[config.mk]
export PLATFORM = sky130hd
export DESIGN_NAME = mbscore_vic_flat
export DESIGN_NICKNAME = d
export VERILOG_FILES = /design/src/rtl/mbscore_vic_pkg.sv /design/src/rtl/mbscore_vic_if.sv /design/src/rtl/mbscore_vic_prio_enc.sv /design/src/rtl/mbscore_vic.sv /design/src/flat_wrapper.sv
export SDC_FILE = /design/constraint.sdc
export NUM_CORES = 1
export LEC_CHECK = 0
export BUFFER_PORTS_ARGS = -buffer_cell sky130_fd_sc_hd__buf_2
export CAP_MARGIN = 20
export CELL_PAD_IN_SITES_DETAIL_PLACEMENT = 0
export CELL_PAD_IN_SITES_GLOBAL_PLACEMENT = 2
export CORE_MARGIN = 2
export CORE_UTILIZATION = 33
export DETAILED_ROUTE_END_ITERATION = 8
export GPL_TIMING_DRIVEN = 0
export HOLD_SLACK_MARGIN = 0.15
export PLACE_DENSITY = 0.95
export SYNTH_ARGS = -nofsm -noshare
export SYNTH_HDL_FRONTEND = slang
export SYNTH_SLANG_ARGS = --single-unit
[constraint.sdc]
create_clock -name clk -period 3.8 [get_ports clk]
set_input_delay 0.38 -clock clk [delete_from_list [all_inputs] [get_ports clk]]
set_output_delay 0.38 -clock clk [all_outputs]
set_load 0.01 [all_outputs]
[src/rtl/mbscore_vic_pkg.sv]
// Shared definitions for the MBScore vectored interrupt controller.
// Latency: n/a (types, constants and a width helper only).
// Backpressure: n/a.
// Contents: cfg_sel register encodings, request FSM states, interrupt id width helper.
package mbscore_vic_pkg;

  // cfg_sel encodings; PEND and ISR are read-only views
  localparam logic [1:0] CFG_MASK = 2'd0;
  localparam logic [1:0] CFG_MODE = 2'd1;
  localparam logic [1:0] CFG_PEND = 2'd2;
  localparam logic [1:0] CFG_ISR  = 2'd3;

  typedef enum logic {
    ST_IDLE = 1'b0,
    ST_REQ  = 1'b1
  } vic_state_e;

  // Width of an interrupt id; a single source still needs one bit
  function automatic int id_w(input int n);
    return (n > 1) ? $clog2(n) : 1;
  endfunction

endpackage

[src/rtl/mbscore_vic_if.sv]
// Core/peripheral-facing bundle of the interrupt controller.
// Latency: n/a (wires only).
// Backpressure: int_req is held until int_ack; there is no other stall path.
// Signals: src (interrupt lines), int_en_n/int_ack/eoi (core control),
//   cfg_we/cfg_sel/cfg_wdata/cfg_rdata (config port), int_req/int_id/int_addr (request).
interface mbscore_vic_if
  import mbscore_vic_pkg::*;
#(
  parameter int NUM_SRC    = 8,
  parameter int ADDR_WIDTH = 32
);
  localparam int ID_W = id_w(NUM_SRC);

  logic [NUM_SRC-1:0]    src;
  logic                  int_en_n;
  logic                  int_ack;
  logic                  eoi;
  logic                  cfg_we;
  logic [1:0]            cfg_sel;
  logic [NUM_SRC-1:0]    cfg_wdata;
  logic [NUM_SRC-1:0]    cfg_rdata;
  logic                  int_req;
  logic [ID_W-1:0]       int_id;
  logic [ADDR_WIDTH-1:0] int_addr;

  // controller side
  modport slave (
    input  src, int_en_n, int_ack, eoi, cfg_we, cfg_sel, cfg_wdata,
    output cfg_rdata, int_req, int_id, int_addr
  );

  // core / peripheral side
  modport master (
    output src, int_en_n, int_ack, eoi, cfg_we, cfg_sel, cfg_wdata,
    input  cfg_rdata, int_req, int_id, int_addr
  );

endinterface

[src/rtl/mbscore_vic_prio_enc.sv]
// Fixed-priority encoder: index of the lowest set bit plus a valid flag.
// Latency: combinational.
// Backpressure: none.
// Ports: vec_i (request vector), idx_o (lowest set index, 0 when none), vld_o (any bit set).
module mbscore_vic_prio_enc
  import mbscore_vic_pkg::*;
#(
  parameter int NUM_SRC = 8,
  parameter int ID_W    = id_w(NUM_SRC)
) (
  input  logic [NUM_SRC-1:0] vec_i,
  output logic [ID_W-1:0]    idx_o,
  output logic               vld_o
);

  // Scan from the top down so the lowest set index is the last one written
  always_comb begin
    idx_o = '0;
    vld_o = 1'b0;
    for (int i = NUM_SRC - 1; i >= 0; i--) begin
      if (vec_i[i]) begin
        idx_o = ID_W'(i);
        vld_o = 1'b1;
      end
    end
  end

endmodule

[src/rtl/mbscore_vic.sv]
// Vectored interrupt controller: latches edge/level sources, masks them, resolves fixed priority
// (index 0 highest), requests the core with a handler address and tracks nested in-service levels.
// Latency: src high at edge t -> pending after t -> int_req after t+1.
// Backpressure: int_req/int_id/int_addr are held frozen until int_ack; no back-to-back requests.
// Ports: clk, rst_n (synchronous, active low), bus (mbscore_vic_if.slave).
module mbscore_vic
  import mbscore_vic_pkg::*;
#(
  parameter int                    NUM_SRC         = 8,
  parameter int                    ADDR_WIDTH      = 32,
  parameter logic [ADDR_WIDTH-1:0] VEC_BASE        = ADDR_WIDTH'(32'h0000_0100),
  parameter int                    VEC_STRIDE_LOG2 = 4,
  parameter logic [NUM_SRC-1:0]    LEVEL_RST       = '0
) (
  input logic          clk,
  input logic          rst_n,
  mbscore_vic_if.slave bus
);

  localparam int ID_W = id_w(NUM_SRC);

  logic [NUM_SRC-1:0] mask_q, mask_d;
  logic [NUM_SRC-1:0] mode_q, mode_d;   // 1 = level, 0 = rising edge
  logic [NUM_SRC-1:0] pend_q, pend_d;
  logic [NUM_SRC-1:0] isr_q, isr_d;
  logic [NUM_SRC-1:0] src_q;
  vic_state_e         state_q, state_d;
  logic [ID_W-1:0]    int_id_q, int_id_d;

  logic [NUM_SRC-1:0] rise;
  logic [NUM_SRC-1:0] below_isr;
  logic [NUM_SRC-1:0] elig;
  logic [NUM_SRC-1:0] ack_oh;
  logic [NUM_SRC-1:0] eoi_oh;
  logic [ID_W-1:0]    elig_idx, isr_idx;
  logic               elig_vld, isr_vld;
  logic               ack_take;

  assign rise = bus.src & ~src_q;

  // Lowest in-service index sets both the preemption threshold and the EOI target
  mbscore_vic_prio_enc #(.NUM_SRC(NUM_SRC), .ID_W(ID_W)) u_isr_enc (
    .vec_i (isr_q),
    .idx_o (isr_idx),
    .vld_o (isr_vld)
  );

  always_comb begin
    below_isr = '0;
    for (int i = 0; i < NUM_SRC; i++) begin
      below_isr[i] = ~isr_vld | (ID_W'(i) < isr_idx);
    end
  end

  assign elig = pend_q & mask_q & below_isr & {NUM_SRC{~bus.int_en_n}};

  mbscore_vic_prio_enc #(.NUM_SRC(NUM_SRC), .ID_W(ID_W)) u_elig_enc (
    .vec_i (elig),
    .idx_o (elig_idx),
    .vld_o (elig_vld)
  );

  // int_ack only counts while a request is outstanding
  assign ack_take = (state_q == ST_REQ) & bus.int_ack;
  assign ack_oh   = ack_take ? (NUM_SRC'(1) << int_id_q) : '0;
  assign eoi_oh   = (bus.eoi & isr_vld) ? (NUM_SRC'(1) << isr_idx) : '0;

  // EOI retires the old lowest level before the ack marks the new one
  assign isr_d = (isr_q & ~eoi_oh) | ack_oh;

  always_comb begin
    mask_d = mask_q;
    mode_d = mode_q;
    // Edge bits keep a new rise even when acked in the same cycle; level bits follow src
    pend_d = (mode_q & bus.src) | (~mode_q & ((pend_q & ~ack_oh) | rise));
    if (bus.cfg_we) begin
      case (bus.cfg_sel)
        CFG_MASK: mask_d = bus.cfg_wdata;
        CFG_MODE: begin
          mode_d = bus.cfg_wdata;
          pend_d = pend_d & ~(mode_q ^ bus.cfg_wdata);
        end
        default: ;
      endcase
    end
  end

  always_comb begin
    state_d  = state_q;
    int_id_d = int_id_q;
    case (state_q)
      ST_IDLE: begin
        if (elig_vld) begin
          state_d  = ST_REQ;
          int_id_d = elig_idx;
        end
      end
      ST_REQ: begin
        // Held regardless of mask/int_en_n changes until the core takes it
        if (bus.int_ack) state_d = ST_IDLE;
      end
    endcase
  end

  always_ff @(posedge clk) begin
    if (!rst_n) begin
      mask_q   <= '0;
      mode_q   <= LEVEL_RST;
      pend_q   <= '0;
      isr_q    <= '0;
      src_q    <= '0;
      state_q  <= ST_IDLE;
      int_id_q <= '0;
    end else begin
      mask_q   <= mask_d;
      mode_q   <= mode_d;
      pend_q   <= pend_d;
      isr_q    <= isr_d;
      src_q    <= bus.src;
      state_q  <= state_d;
      int_id_q <= int_id_d;
    end
  end

  assign bus.int_req  = (state_q == ST_REQ);
  assign bus.int_id   = int_id_q;
  assign bus.int_addr = VEC_BASE + (ADDR_WIDTH'(int_id_q) << VEC_STRIDE_LOG2);

  always_comb begin
    bus.cfg_rdata = '0;
    case (bus.cfg_sel)
      CFG_MASK: bus.cfg_rdata = mask_q;
      CFG_MODE: bus.cfg_rdata = mode_q;
      CFG_PEND: bus.cfg_rdata = pend_q;
      CFG_ISR:  bus.cfg_rdata = isr_q;
    endcase
  end

endmodule

[src/flat_wrapper.sv]
// flat-port wrapper written by rule: the top's interface ports become plain ports
module mbscore_vic_flat import mbscore_vic_pkg::*;
#(
  parameter int                    NUM_SRC         = 8,
  parameter int                    ADDR_WIDTH      = 32,
  parameter logic [ADDR_WIDTH-1:0] VEC_BASE        = ADDR_WIDTH'(32'h0000_0100),
  parameter int                    VEC_STRIDE_LOG2 = 4,
  parameter logic [NUM_SRC-1:0]    LEVEL_RST       = '0
)
  (clk, rst_n, bus_src, bus_int_en_n, bus_int_ack, bus_eoi, bus_cfg_we, bus_cfg_sel, bus_cfg_wdata, bus_cfg_rdata, bus_int_req, bus_int_id, bus_int_addr);
  mbscore_vic_if #(.NUM_SRC(NUM_SRC), .ADDR_WIDTH(ADDR_WIDTH)) bus_i ();
  input logic clk;
  input logic rst_n;
  input wire logic [$bits(bus_i.src)-1:0] bus_src;
  input wire logic [$bits(bus_i.int_en_n)-1:0] bus_int_en_n;
  input wire logic [$bits(bus_i.int_ack)-1:0] bus_int_ack;
  input wire logic [$bits(bus_i.eoi)-1:0] bus_eoi;
  input wire logic [$bits(bus_i.cfg_we)-1:0] bus_cfg_we;
  input wire logic [$bits(bus_i.cfg_sel)-1:0] bus_cfg_sel;
  input wire logic [$bits(bus_i.cfg_wdata)-1:0] bus_cfg_wdata;
  output wire logic [$bits(bus_i.cfg_rdata)-1:0] bus_cfg_rdata;
  output wire logic [$bits(bus_i.int_req)-1:0] bus_int_req;
  output wire logic [$bits(bus_i.int_id)-1:0] bus_int_id;
  output wire logic [$bits(bus_i.int_addr)-1:0] bus_int_addr;
  assign bus_i.src = bus_src;
  assign bus_i.int_en_n = bus_int_en_n;
  assign bus_i.int_ack = bus_int_ack;
  assign bus_i.eoi = bus_eoi;
  assign bus_i.cfg_we = bus_cfg_we;
  assign bus_i.cfg_sel = bus_cfg_sel;
  assign bus_i.cfg_wdata = bus_cfg_wdata;
  assign bus_cfg_rdata = bus_i.cfg_rdata;
  assign bus_int_req = bus_i.int_req;
  assign bus_int_id = bus_i.int_id;
  assign bus_int_addr = bus_i.int_addr;
  mbscore_vic #(.NUM_SRC(NUM_SRC), .ADDR_WIDTH(ADDR_WIDTH), .VEC_BASE(VEC_BASE), .VEC_STRIDE_LOG2(VEC_STRIDE_LOG2), .LEVEL_RST(LEVEL_RST)) u_core (.clk(clk), .rst_n(rst_n), .bus(bus_i));
endmodule
==> results of run 1 <==
## layout make-up
type	count	area (um2)
Timing Repair Buffer	38	190.2
Clock inverter	3	23.77
Buffer	45	296.5
Sequential cell	44	880.8
Clock buffer	5	68.82
Fill cell	783	4265
Multi-Input combinational cell	215	1350
Inverter	4	15.01
Tap cell	99	123.9
## placed cells by master (no fill, tap or decap), drive strengths merged, types with 5 or more instances in the layout
| master | Yosys | final |
|---|---|---|
| buf | 35 | 73 |
| dfxtp | 44 | 44 |
| nand2 | 39 | 39 |
| conb | 2 | 29 |
| a21oi | 22 | 22 |
| clkbuf | 10 | 15 |
| nor2 | 14 | 14 |
| o21ai | 14 | 14 |
| nand2b | 9 | 9 |
| nor3b | 9 | 9 |
| mux4 | 8 | 8 |
| and2 | 8 | 8 |
| a22oi | 8 | 8 |
| a2111oi | 8 | 8 |
| mux2i | 8 | 8 |
| nor2b | 5 | 5 |
| nor3 | 5 | 5 |
## registers in the layout, summed over array words and instances, names as in the netlist
signal              count
u_core.isr_q            8
u_core.mode_q           8
u_core.src_q            8
u_core.pend_q           8
u_core.bus.int_id       3
u_core.bus.int_req      1
u_core.mask_q           8
## per-stage QoR
stage | cell area [um2] | utilization | hold slack [ns]
2_1_floorplan | 2542 | - | 0.4499
3_3_place_gp | 2856 | 0.3959 | 0.4756
3_5_place_dp | 2856 | 0.3959 | 0.4875
4_1_cts | 2949 | 0.4088 | 0.2953
5_1_grt | 2949 | 0.4088 | 0.2964
6_report | 2949 | 0.4088 | 0.3045
## critical path, stage by stage
cell and delay [ns]:
buf_2 0.09, clkbuf_1 0.63, mux4_2 0.62, buf_2 0.16
## metal layers
| layer | global-route usage | vias up | part of all wire |
|---|---|---|---|
| met2 | 0.2713 | 67 | 0.47 |
| met1 | 0.2151 | 993 | 0.46 |
| li1 | - | 1091 | - |
| met5 | 0 | - | 0 |
| met3 | 0.04107 | 2 | 0.062 |
| met4 | 0.04744 | 0 | 0.0056 |
## power groups by stage
stage | Sequential (mW) | Combinational [mW] | Clock (mW)
detailed placement | 0.505 | 0.149 | 0
global placement | 0.504 | 0.146 | 0
global route | 0.497 | 0.165 | 0.335
finish | 0.494 | 0.148 | 0.306
CTS | 0.494 | 0.149 | 0.316
floorplan | 0.501 | 0.104 | 0
## worst max-delay path by stage
stage                                        endpoint                  startpoint  slack, ns
finish                               bus_cfg_rdata[4]              bus_cfg_sel[0]       1.54
floorplan           u_core.bus.int_id[0]$_SDFFE_PN0P_  u_core.isr_q[0]$_SDFF_PN0_       1.75
CTS                                  bus_cfg_rdata[4]              bus_cfg_sel[0]       1.49
global route                         bus_cfg_rdata[4]              bus_cfg_sel[0]       1.41
detailed placement                   bus_cfg_rdata[7]              bus_cfg_sel[0]       1.51
global placement                     bus_cfg_rdata[2]              bus_cfg_sel[0]       1.54
## cell families after synthesis
logic type	Yosys count	share of synthesized area
other cells	2	0.003076
mux	16	0.1066
buf+inv	49	0.1276
simple gates	103	0.2194
flops	44	0.3608
compound gates	67	0.1825
==> flow_summary.json, run 1 <==
{
  "num_antenna_cells": 0,
  "synth_commonest_cells": "44 x dfxtp_1, 39 x nand2_1, 32 x buf_4, 22 x a21oi_1, 14 x nor2_1",
  "yosysWarnings": 0,
  "seq_area_frac_synth": 0.3608,
  "yosys.area.top_type": "dfxtp_1",
  "final.period_utilization": 0.5936,
  "setup_violations": 0,
  "grt_max_degree": 16,
  "synthArstFlopShare": 0,
  "syn_inst": 281,
  "vias": 2153,
  "clkSinkCount": 44,
  "p_sw_uw": 267.1,
  "pre_cts_slack_ns": 1.510,
  "status": "finished clean",
  "path_max_fanout": 10,
  "drt-pass1-iter-count": 4,
  "hp-class": "in2reg",
  "drc_errors": 0,
  "ant_nets": 0,
  "grt_overflow": 0,
  "slew_viol_final": 0,
  "design.die.area_um2": 8101,
  "dieWidth_um": 90.01,
  "start_kind": "input port",
  "grt_usage": 0.1650,
  "hold_start": "bus_src[3]",
  "area_growth_pct": 20.81,
  "reg2reg_slack_ns": 1.61,
  "cts_setup_buffers": 0,
  "port-buffer-count": 38,
  "netlist_area_um2": 2441,
  "clock_path_buffers": 2,
  "tns_ns": 0,
  "power_frac_seq": 0.521,
  "rsz0062_at_grt": "false",
  "syn_area_per_cell_um2": 8.687,
  "dpl.hpwl_um": 4798,
  "drive_gt1_frac": 0.2627,
  "antenna_found_initial": 0,
  "power_density_nw_per_um2": 321.5,
  "hold_viol_final": 0,
  "fmax_mhz": 443.3,
  "die_h_um": 90.01,
  "fin_worst_skew_ns": 0.008694,
  "p_int_uw": 681.1,
  "synth_top_area_frac": 0.3608,
  "grt_pass1_wl_um": 10580,
  "clkTransAtPathRegs_ns": 0.09,
  "io-pin-count": 68,
  "synth_area_leaders": "dfxtp_1 36%, buf_4 9.8%, mux4_2 7.4%, nand2_1 6.0%, a21oi_1 4.5%",
  "initial_core_util": 0.3384,
  "crit_arrival_ns": 1.88,
  "synth.distinct_cells": 44,
  "power_frac_comb": 0.156,
  "grt_pass1_vias": 2092,
  "reg2regPathDepth": 7,
  "p_total_uw": 948.2,
  "power_switching_share": 0.2817,
  "timing.max_cap.violations": 0,
  "required_ns": 3.42,
  "holdPathStages": 2,
  "fin_crit_ns": 2.256,
  "end_kind": "primary output",
  "tightest_slew_ns": 0.8383,
  "synth_seq_cells": 44,
  "htreeDepth": 2,
  "root_buffer": "clkbuf_8",
  "cts_buffers": 5,
  "synth_edf_count": 0,
  "wl_per_cell_um": 14.22,
  "routed_wl_um": 6442,
  "placementRows": 31,
  "cts_tree": "built",
  "holdPathEnd": "u_core.src_q[3]$_SDFF_PN0_",
  "placedCellCount": 445,
  "placeableCoreArea_um2": 7214,
  "fin_cells": 453,
  "drtIter0Drc": 139,
  "crit_type": "in2out",
  "peakVddDrop_v": 0.0001246,
  "clockPowerShare": 0.322,
  "cts_resized": 0,
  "leakagePower_nw": 1.248,
  "regToRegEndpoint": "u_core.bus.int_id[0]$_SDFFE_PN0P_",
  "layout.nets": 377,
  "place_congestion": 0.8600,
  "fin_ws_ns": 1.544,
  "reg2reg_from": "u_core.isr_q[0]$_SDFF_PN0_",
  "synthFlopType": "dfxtp_1",
  "cts-hold-fix-buffers": 0,
  "relSlewSlack": 0.4411,
  "insertion_delay_ns": 0.30,
  "via_per_inst": 4.753,
  "yosysMostFrequentCell": "dfxtp_1"
}
No activity file was read; power rests on OpenSTA's default activity.
==> inputs of run 2 (changes only) <==
- ABC_AREA: not set -> 1
- CORE_UTILIZATION: 33 -> 28
- PLACE_DENSITY: 0.95 -> 0.9
- clock period: 3.8 -> 2.3 ns (I/O delays scaled with it)
==> flow_summary.json, run 2 <==
{
  "tightest_slew_ns": 0.6680,
  "required_ns": 2.07,
  "hp-class": "in2reg",
  "design.die.area_um2": 9653,
  "rsz0062_at_grt": "false",
  "placementRows": 34,
  "path_max_fanout": 8,
  "cts_resized": 0,
  "grtUsageMet2": 0.2597,
  "fmax_mhz": 589.0,
  "grt_util_met3": 0.02792,
  "crit_type": "in2out",
  "hold_viol_final": 0,
  "netlist_area_um2": 2487,
  "initial_core_util": 0.2866,
  "layout_commonest_cell": "nand2_1",
  "busiest_layer": "met2",
  "antenna_found_initial": 0,
  "yosysMostFrequentCell": "nand2_1",
  "relSlewSlack": 0.5530,
  "synthArstFlopShare": 0,
  "ant_nets": 0,
  "grt_pass1_vias": 2271,
  "drive_gt1_frac": 0.2436,
  "area_growth_pct": 24.04,
  "leakagePower_nw": 1.519,
  "layout_common_cells": "75 x nand2_1, 44 x dfxtp_1, 43 x inv_1",
  "fin_worst_skew_ns": 0.005743,
  "synth_edf_count": 0,
  "final_core_util": 0.3555,
  "peakVddDrop_v": 0.0003802,
  "grtUsageMet1": 0.1967,
  "io-pin-count": 68,
  "drc_errors": 0,
  "synth_area_leaders": "dfxtp_1 35%, nand2_1 11%, buf_4 9.7%, inv_1 6.5%, o21ai_0 5.0%",
  "tns_ns": 0,
  "crit_chain": "buf_2 > nor2_1 > inv_1 > o21ai_0 > buf_2",
  "grt_overflow": 0,
  "power_switching_share": 0.2784,
  "wl_per_cell_um": 13.09,
  "seq_area_frac_synth": 0.3541,
  "worst-path-buf-inv": 3,
  "status": "finished clean",
  "syn_inst": 352,
  "power_frac_comb": 0.176,
  "p_int_mw": 1.196,
  "max_stage_delay_ns": 0.53,
  "clock_path_buffers": 2,
  "synthFlopType": "dfxtp_1",
  "htreeDepth": 2,
  "crit_path_frequent_cell": "buf_2",
  "grt_max_degree": 13,
  "num_antenna_cells": 0,
  "crit_arrival_ns": 1.47,
  "synth.distinct_cells": 30,
  "synth_seq_cells": 44,
  "syn_area_per_cell_um2": 7.066,
  "dpl.hpwl_um": 5584,
  "cp_top_family": "simple AND/OR/NAND/NOR gates",
  "grt_usage": 0.1506,
  "clkTransAtPathRegs_ns": 0.08,
  "power_frac_seq": 0.502,
  "via_per_inst": 4.367,
  "layout.nets": 455,
  "dieWidth_um": 98.25,
  "clkSinkCount": 44,
  "final.period_utilization": 0.7382,
  "routed_wl_um": 7057,
  "timing.max_cap.violations": 0,
  "end_kind": "primary output",
  "p_sw_uw": 461.6,
  "root_buffer": "clkbuf_8",
  "synth_commonest_cells": "75 x nand2_1, 44 x dfxtp_1, 43 x inv_1, 32 x buf_4, 30 x nor2_1",
  "port-buffer-count": 37,
  "placeableCoreArea_um2": 8678,
  "slew_viol_final": 0,
  "drt-pass1-iter-count": 4,
  "cts_buffers": 5,
  "crit_slowest_cell": "nor2_1",
  "nFillCells": 978,
  "cts_tree": "built",
  "start_kind": "input port",
  "setup_violations": 0,
  "drtIter0Drc": 138,
  "vias": 2354,
  "yosysWarnings": 0,
  "power_density_nw_per_um2": 537.4,
  "yosys.area.top_type": "dfxtp_1",
  "synth_top_area_frac": 0.3541,
  "clockPowerShare": 0.322,
  "place_congestion": 0.8653,
  "fin_crit_ns": 1.698,
  "grt_pass1_wl_um": 11530,
  "insertion_delay_ns": 0.30,
  "die_h_um": 98.25
}
run 2: changes by cell type in the layout (fill, tap and decap cells not counted), moves of 9 or more:
cell,change
nor3b_1,-9
nand2_2,+13
nor2_1,+16
nand2b_1,-9
o21ai_0,+13
nand2_1,+36
inv_1,+39
run 2: worst reg2reg max path: stages (launching register included):
cell and delay [ns]:
dfxtp_1 0.36, inv_2 0.07, nand2_1 0.06, nand2_1 0.05, nand2_1 0.08, nand2_2 0.07, nand2_1 0.08, nand2_1 0.07
nand2_2 0.11, nand3_2 0.08, nand2_2 0.09, nand3_2 0.08, nand2_2 0.09, nand2_2 0.07, nor2_1 0.08, nor2_1 0.04
run 2: final timing paths:
check | from | endpoint | slack (ns) | depth (start not counted)
worst max-delay path | bus_cfg_sel[1] | bus_cfg_rdata[7] | 0.60 | 5
worst min-delay path | bus_cfg_wdata[6] | u_core.mask_q[6]$_SDFFE_PN0P_ | 0.23 | 3
worst max register to register | u_core.isr_q[6]$_SDFF_PN0_ | u_core.bus.int_req$_SDFF_PN0_ | 0.71 | 15
worst min register to register | u_core.mask_q[3]$_SDFFE_PN0P_ | u_core.mask_q[3]$_SDFFE_PN0P_ | 0.47 | 2
run 2: final cells by class:
cell class,instances,area (um2),area share
tap,108,135.1,0.04380
inverter,49,186.4,0.06042
clock buffer,7,96.34,0.03122
multi-input combinational,248,1250,0.4051
buffer,38,271.5,0.08800
sequential,44,880.8,0.2855
timing repair buffer,45,265.3,0.08597
run 2: metrics by stage:
step / hold slack, ns / area, um2 / setup WS (ns) / power (mW) / instances
3_3_place_gp: 0.4269 / 2909 / 0.5071 / 1.127 / 524
2_1_floorplan: 0.3235 / 2589 / 0.9477 / 1.039 / 379
6_report: 0.2253 / 3085 / 0.6021 / 1.658 / 539
4_1_cts: 0.2173 / 3085 / 0.5649 / 1.672 / 539
5_1_grt: 0.2262 / 3085 / 0.4533 / 1.755 / 539
3_5_place_dp: 0.4307 / 2909 / 0.5112 / 1.132 / 524
run 2: logic make-up after synthesis:
| family | count (synthesis) | share of synthesized area |
|---|---|---|
| AOI/OAI and AO/OA | 73 | 0.1831 |
| xor gates and xnor gates | 8 | 0.02817 |
| buffers and inverters | 87 | 0.1841 |
| DFF | 44 | 0.3541 |
| other | 2 | 0.003019 |
| and+or+nand+nor | 138 | 0.2475 |
run 2: per-layer routing:
layer,part of all wire,vias to the layer above
li1,-,1235
met2,0.47,60
met4,0.0069,0
met1,0.47,1055
met5,0,-
met3,0.047,4
run 2: power by group through the flow:
stage	registers (mW)	clock network (mW)	logic [mW]
after floorplan	0.845	0	0.194
after detailed placement	0.850	0	0.281
final	0.833	0.534	0.291
after global placement	0.849	0	0.278
after CTS	0.832	0.548	0.292
after global routing	0.839	0.588	0.328
run 2: what timing repair did:
action / 4_1_cts / 5_1_grt
hold endpoints to repair: 8 / 0
hold buffers: 8 / 0
setup buffers: 0 / 0
